===== src/rtl/uart_rx_frame_parser.sv =====
// Parses HEAD0 HEAD1 LEN payload CSUM frames from a UART byte stream and replays the payload over valid/ready.
// Optional inter-byte timeout is compiled in when UART_PARSER_TIMEOUT_EN is defined.
module uart_rx_frame_parser #(
  parameter int         P_MAX_LEN = 16,
  parameter logic [7:0] P_HEAD0   = 8'h55,
  parameter logic [7:0] P_HEAD1   = 8'hAA,
  parameter int         P_TIMEOUT = 1000
) (
  input  logic       i_clk,
  input  logic       i_rst,
  input  logic [7:0] i_rx_data,
  input  logic       i_rx_valid,
  output logic [7:0] o_pkt_data,
  output logic       o_pkt_valid,
  output logic       o_pkt_last,
  input  logic       i_pkt_ready,
  output logic       o_err,
  output logic [1:0] o_err_code,
  output logic       o_overrun
);

  localparam int         AW        = (P_MAX_LEN > 1) ? $clog2(P_MAX_LEN) : 1;
  localparam logic [7:0] MAX_LEN_B = 8'(P_MAX_LEN);

  typedef enum logic [2:0] {
    S_IDLE,
    S_HEAD1,
    S_LEN,
    S_PAYLOAD,
    S_CSUM,
    S_OUTPUT
  } state_t;

  state_t state_reg, state_next;

  logic [7:0] len_reg;
  logic [7:0] csum_reg;
  logic [7:0] idx_reg;
  logic [7:0] buf_mem [0:P_MAX_LEN-1];

  logic [7:0] pkt_data_reg;
  logic       pkt_valid_reg;
  logic       pkt_last_reg;
  logic       err_reg;
  logic [1:0] err_code_reg;
  logic       overrun_reg;

  logic          len_ok;
  logic          xfer;
  logic          err_set;
  logic [1:0]    err_code_set;
  logic          overrun_set;
  logic          load_first;
  logic          advance;
  logic          timeout_hit;
  logic [AW-1:0] rd_addr;

  assign len_ok  = (i_rx_data != 8'd0) && (i_rx_data <= MAX_LEN_B);
  assign xfer    = pkt_valid_reg && i_pkt_ready;
  assign rd_addr = load_first ? '0 : AW'(idx_reg + 8'd1);

`ifdef UART_PARSER_TIMEOUT_EN
  localparam int TW = $clog2(P_TIMEOUT + 1);

  logic [TW-1:0] tmo_cnt_reg;
  logic          tmo_active;

  assign tmo_active  = state_reg inside {S_HEAD1, S_LEN, S_PAYLOAD, S_CSUM};
  assign timeout_hit = tmo_active && !i_rx_valid && (tmo_cnt_reg == TW'(P_TIMEOUT - 1));

  // Counts silent cycles only while a frame is partially received.
  always_ff @(posedge i_clk or posedge i_rst) begin
    if (i_rst) begin
      tmo_cnt_reg <= '0;
    end else if (!tmo_active || i_rx_valid || timeout_hit) begin
      tmo_cnt_reg <= '0;
    end else begin
      tmo_cnt_reg <= tmo_cnt_reg + 1'b1;
    end
  end
`else
  assign timeout_hit = 1'b0;
`endif

  always_ff @(posedge i_clk or posedge i_rst) begin
    if (i_rst) begin
      state_reg <= S_IDLE;
    end else begin
      state_reg <= state_next;
    end
  end

  always_comb begin
    state_next   = state_reg;
    err_set      = 1'b0;
    err_code_set = 2'd0;
    overrun_set  = 1'b0;
    load_first   = 1'b0;
    advance      = 1'b0;
    case (state_reg)
      S_IDLE: begin
        if (i_rx_valid && (i_rx_data == P_HEAD0)) begin
          state_next = S_HEAD1;
        end
      end
      S_HEAD1: begin
        if (i_rx_valid) begin
          if (i_rx_data == P_HEAD1) begin
            state_next = S_LEN;
          end else if (i_rx_data == P_HEAD0) begin
            state_next = S_HEAD1;
          end else begin
            state_next = S_IDLE;
          end
        end
      end
      S_LEN: begin
        if (i_rx_valid) begin
          if (len_ok) begin
            state_next = S_PAYLOAD;
          end else begin
            state_next   = S_IDLE;
            err_set      = 1'b1;
            err_code_set = 2'd1;
          end
        end
      end
      S_PAYLOAD: begin
        if (i_rx_valid && (idx_reg == len_reg - 8'd1)) begin
          state_next = S_CSUM;
        end
      end
      S_CSUM: begin
        if (i_rx_valid) begin
          if (i_rx_data == csum_reg) begin
            state_next = S_OUTPUT;
            load_first = 1'b1;
          end else begin
            state_next   = S_IDLE;
            err_set      = 1'b1;
            err_code_set = 2'd2;
          end
        end
      end
      S_OUTPUT: begin
        // No backpressure upstream, so anything arriving now is lost.
        overrun_set = i_rx_valid;
        if (xfer) begin
          if (pkt_last_reg) begin
            state_next = S_IDLE;
          end else begin
            advance = 1'b1;
          end
        end
      end
      default: begin
        state_next = S_IDLE;
      end
    endcase
    if (timeout_hit) begin
      state_next   = S_IDLE;
      err_set      = 1'b1;
      err_code_set = 2'd3;
    end
  end

  always_ff @(posedge i_clk) begin
    if ((state_reg == S_PAYLOAD) && i_rx_valid) begin
      buf_mem[idx_reg[AW-1:0]] <= i_rx_data;
    end
  end

  always_ff @(posedge i_clk or posedge i_rst) begin
    if (i_rst) begin
      len_reg       <= 8'd0;
      csum_reg      <= 8'd0;
      idx_reg       <= 8'd0;
      pkt_data_reg  <= 8'd0;
      pkt_valid_reg <= 1'b0;
      pkt_last_reg  <= 1'b0;
      err_reg       <= 1'b0;
      err_code_reg  <= 2'd0;
      overrun_reg   <= 1'b0;
    end else begin
      err_reg     <= err_set;
      overrun_reg <= overrun_set;
      if (err_set) begin
        err_code_reg <= err_code_set;
      end

      case (state_reg)
        S_LEN: begin
          if (i_rx_valid && len_ok) begin
            len_reg  <= i_rx_data;
            csum_reg <= i_rx_data;
            idx_reg  <= 8'd0;
          end
        end
        S_PAYLOAD: begin
          if (i_rx_valid) begin
            csum_reg <= csum_reg + i_rx_data;
            idx_reg  <= idx_reg + 8'd1;
          end
        end
        S_CSUM: begin
          if (load_first) begin
            idx_reg <= 8'd0;
          end
        end
        S_OUTPUT: begin
          if (advance) begin
            idx_reg <= idx_reg + 8'd1;
          end
        end
        default: begin
        end
      endcase

      // idx_reg tracks the index of the byte currently presented downstream.
      if (load_first || advance) begin
        pkt_data_reg <= buf_mem[rd_addr];
      end
      if (load_first) begin
        pkt_valid_reg <= 1'b1;
        pkt_last_reg  <= (len_reg == 8'd1);
      end else if (advance) begin
        pkt_last_reg <= ((idx_reg + 8'd2) == len_reg);
      end else if (xfer && pkt_last_reg) begin
        pkt_valid_reg <= 1'b0;
        pkt_last_reg  <= 1'b0;
      end
    end
  end

  assign o_pkt_data  = pkt_data_reg;
  assign o_pkt_valid = pkt_valid_reg;
  assign o_pkt_last  = pkt_last_reg;
  assign o_err       = err_reg;
  assign o_err_code  = err_code_reg;
  assign o_overrun   = overrun_reg;

endmodule


===== config.mk =====
export PLATFORM = sky130hd
export DESIGN_NAME = uart_rx_frame_parser
export DESIGN_NICKNAME = d
export VERILOG_FILES = /design/src/rtl/uart_rx_frame_parser.sv
export SDC_FILE = /design/constraint.sdc
export NUM_CORES = 1
export LEC_CHECK = 0
export BUFFER_PORTS_ARGS = -buffer_cell sky130_fd_sc_hd__buf_2
export CAP_MARGIN = 0
export CELL_PAD_IN_SITES_DETAIL_PLACEMENT = 1
export CELL_PAD_IN_SITES_GLOBAL_PLACEMENT = 1
export CORE_ASPECT_RATIO = 0.9
export CORE_MARGIN = 3
export CORE_UTILIZATION = 55
export DETAILED_ROUTE_END_ITERATION = 6
export GPL_TIMING_DRIVEN = 0
export PLACE_DENSITY_LB_ADDON = 0.08
export SETUP_SLACK_MARGIN = 0.3
export SLEW_MARGIN = 20
export SYNTH_ARGS = -nofsm -noshare
export SYNTH_HDL_FRONTEND = slang
export SYNTH_SLANG_ARGS = --single-unit
export TNS_END_PERCENT = 10

===== constraint.sdc =====
create_clock -name i_clk -period 7.9 [get_ports i_clk]
set_clock_uncertainty 0.1 [all_clocks]
set_input_delay 1.58 -clock i_clk [delete_from_list [all_inputs] [get_ports i_clk]]
set_output_delay 1.58 -clock i_clk [all_outputs]
set_load 0.02 [all_outputs]

==> reports/qor.csv <==
metric,value,unit
synth_edf_count,128,
reg2reg_setup_slack,3240,ps
synth-seq-cells,169,
detail_route.wl_per_cell,26.79,µm
postPlaceCellArea,0.008402,mm²
setup.worst_path.class,flop to flop,
synth.yosys.warnings,0,
power.share.sequential,44.5,%
std_cell_rows,41,
placed_cells,877,
p_clk_share,36.7,%
timing_worst_slew_pin_value,1022,ps
tritoncts.num_buffers,17,
design_area,0.008984,mm²
timing.final.max_slew_violations,0,
cellPowerDensity,251.0,mW/mm²
layout_min_cycle_time,4658,ps
area.sequential,0.004870,mm²
worstSkewPairLatency,440,ps
hold-path-endpoint,csum_reg[3],
power.internal,1.608,mW
stdcell_count,909,
layout-drive-gt1-share,12.71,%
power,2.255,mW
first_global_vias,6197,
detail_route.iter0.violations,648,
cts_num_sinks,169,
ctsRootBufferMaster,clkbuf_16,
critPathMaxFanout,11,
clk_pin_slew_worst_paths,70,ps
report.final.hold_viol_count,0,
rr_startpoint,idx_reg[0],
cts.repair.resized,0,
syn_inst,659,
postRouteAntennaNets,0,
postCtsSetupRepairBufs,0,
layout-area-overhead-vs-synth,12.31,%
first_pass_iters,5,
synth_seq_area_share,60.88,%
max-vdd-ir-drop,0.2067,mV
largest_register_ffs,128,
period_share,58.96,%
vias,6007,
cts_hold_buffers,0,
drc_errors,0,
hold_slack,401.6,ps
rsz0062_at_grt,false,
net-switching-power,0.6462,mW
weighted_congestion_at_the_end_of_routability_driven_global_placement,0.9403,
critPathCaptureType,flop,
post-synth-top-area-fraction,48.05,%
post_synth.cell_area_avg,12.14,µm²
mappedNetlistNets,686,
boundaryPins,26,
globalRouteOverflowTotal,0,
setup_violations,0,
synth.lib_cells_used.distinct,67,
multi_input_area,0.002947,mm²
start_util,56.70,%
setup.worst_path.start_class,flop,
synthArstFlopShare,24.26,%
antenna_found_initial,0,
depth_of_the_worst_register_to_register_path,11,
core_area,0.01411,mm²
grt.total_usage,31.47,%
synth_largest_area_cell,edfxtp_1,
die_width,133.1,µm
total_leakage_power,3.222,nW
grt_max_degree,30,
holdCritPathClass,flop to flop,
port-buffer-count,24,
cell_area_after_synthesis,0.007999,mm²
hold-path-cell-count,2,
worst_ep_arrival_time,4860,ps
ff_to_ff_end,o_pkt_data[3],
post_dr_vias_cell,6.608,
cts_htree_levels,4,
fin_setup_tns,0,ps
synth-main-ff-cell,edfxtp_1,
run_status,"finished, final reports clean",
netSwitchingFraction,28.66,%
timing.hold.worst.start,csum_reg[3],
maxClockFrequency,214.7,MHz
finish.net_count,730,
post_synth_main_area_contributors,"edfxtp_1, dfrtp_1, nand2_1",
max_slew_margin,31.62,%
cp.required,8100,ps
cts_max_path_buffers,2,
wire_length_of_the_first_global_routing_pass,37330,µm
filler_cell_count,1406,
num_antenna_cells,0,
share_comb_of_total_power,18.8,%
design.die.area,0.01603,mm²
dieHeight,120.4,µm
dp_hpwl,16170,µm
aggregate_routed_wire_length,24350,µm
cts_tree,built,
drv.max_cap_violation_count,0,
==> layout by cell type (no fill, tap or decap), drive strengths merged, types with 4 or more instances in the layout <==
master	netlist	routed
a211oi	8	8
a221o	4	4
edfxtp	128	128
and2	7	7
a31oi	14	14
o22ai	8	8
nand2b	12	12
o31ai	4	4
nor2	46	46
clkinv	0	5
o21ai	38	38
nor3	22	22
nor2b	4	4
or3	7	7
dfrtp	41	41
o211ai	5	5
or4	4	4
nor4	10	10
clkbuf	31	51
nand3	20	20
a22oi	4	4
mux2i	17	17
xor2	6	6
a21oi	25	25
o21a	6	6
nand4	4	4
ha	14	14
inv	17	18
mux4	9	9
nand2	66	66
buf	7	32
xnor2	16	16
mux2	10	10
clkinvlp	0	4
==> stage by stage <==
stage	setup slack (ps)	util, %
3_5_place_dp	3100	59.56
3_3_place_gp	3186	59.26
5_1_grt	3050	63.68
6_report	3242	63.68
2_1_floorplan	4150	-
4_1_cts	3338	63.61
==> cells in the mapped netlist (5+ instances only) <==
master	count
mux2_2	9
a211oi_1	8
inv_1	17
or3_1	7
o21ai_0	38
mux2i_1	17
nand2_1	66
edfxtp_1	128
dfrtp_1	41
a21oi_1	25
o22ai_1	8
and2_1	7
o21a_1	6
nor4_1	8
nor2_1	46
nor3_1	21
nand2b_1	12
nand3_1	20
mux4_2	9
buf_2	6
ha_1	14
xor2_1	6
clkbuf_1	31
o211ai_1	5
xnor2_1	16
a31oi_1	14
==> per-layer routing <==
layer | global-route usage (%) | vias to the layer above | routed length, µm
met5 | 0 | - | 0
met4 | 10.35 | 0 | 576
met3 | 7.072 | 48 | 1880
met2 | 49.21 | 301 | 11620
met1 | 44.37 | 3078 | 10270
li1 | - | 2580 | -
==> worst max-delay path, stage by stage, from the launching register on <==
cell      delay [ps]
dfrtp_1          420
buf_2            210
inv_1            130
clkbuf_1         470
clkbuf_1         560
ha_1             250
clkbuf_1         390
clkbuf_1         580
clkbuf_1         570
o21ai_0          310
a221oi_1         380
o211ai_1         150
==> cells by family after synthesis <==
| group | after synthesis | synth area share [%] |
|---|---|---|
| AND/OR/NAND/NOR | 216 | 13.37 |
| AO/OA/AOI/OAI | 146 | 12.11 |
| flip-flops | 169 | 60.88 |
| adder cells (fa/ha/maj) | 15 | 2.440 |
| buffers and inverters | 55 | 2.675 |
| multiplexers | 36 | 6.116 |
| XOR/XNOR | 22 | 2.409 |
==> final cells by class <==
class	count	share of cell area, %
Clock buffer	20	4.972
Buffer	38	1.671
Inverter	17	0.7103
Multi-Input combinational cell	435	32.80
Tap cell	193	2.688
Sequential cell	169	54.21
Clock inverter	12	1.393
Timing Repair Buffer	25	1.560
==> power by group through the flow <==
stage	Combinational (mW)	Sequential (mW)	Clock, mW
floorplan	0.288	1.02	0
global placement	0.384	1.02	0
detailed placement	0.408	1.02	0
CTS	0.419	1.00	0.825
global route	0.458	1.01	0.865
finish	0.424	1.00	0.827
==> how the worst max path moves through the flow <==
stage          depth (start not counted)         start             to  slack (ps)
6_report                              11    idx_reg[0]  o_pkt_data[3]        3240
5_1_grt                               11    idx_reg[0]  o_pkt_data[3]        3050
4_1_cts                               11    idx_reg[0]  o_pkt_data[3]        3340
3_5_place_dp                          10  i_rx_data[4]  o_pkt_data[3]        3100
3_3_place_gp                          10  i_rx_data[3]  o_pkt_data[3]        3190
2_1_floorplan                          8  i_rx_data[5]     idx_reg[6]        4150
Power figures use the tool's default switching activity.
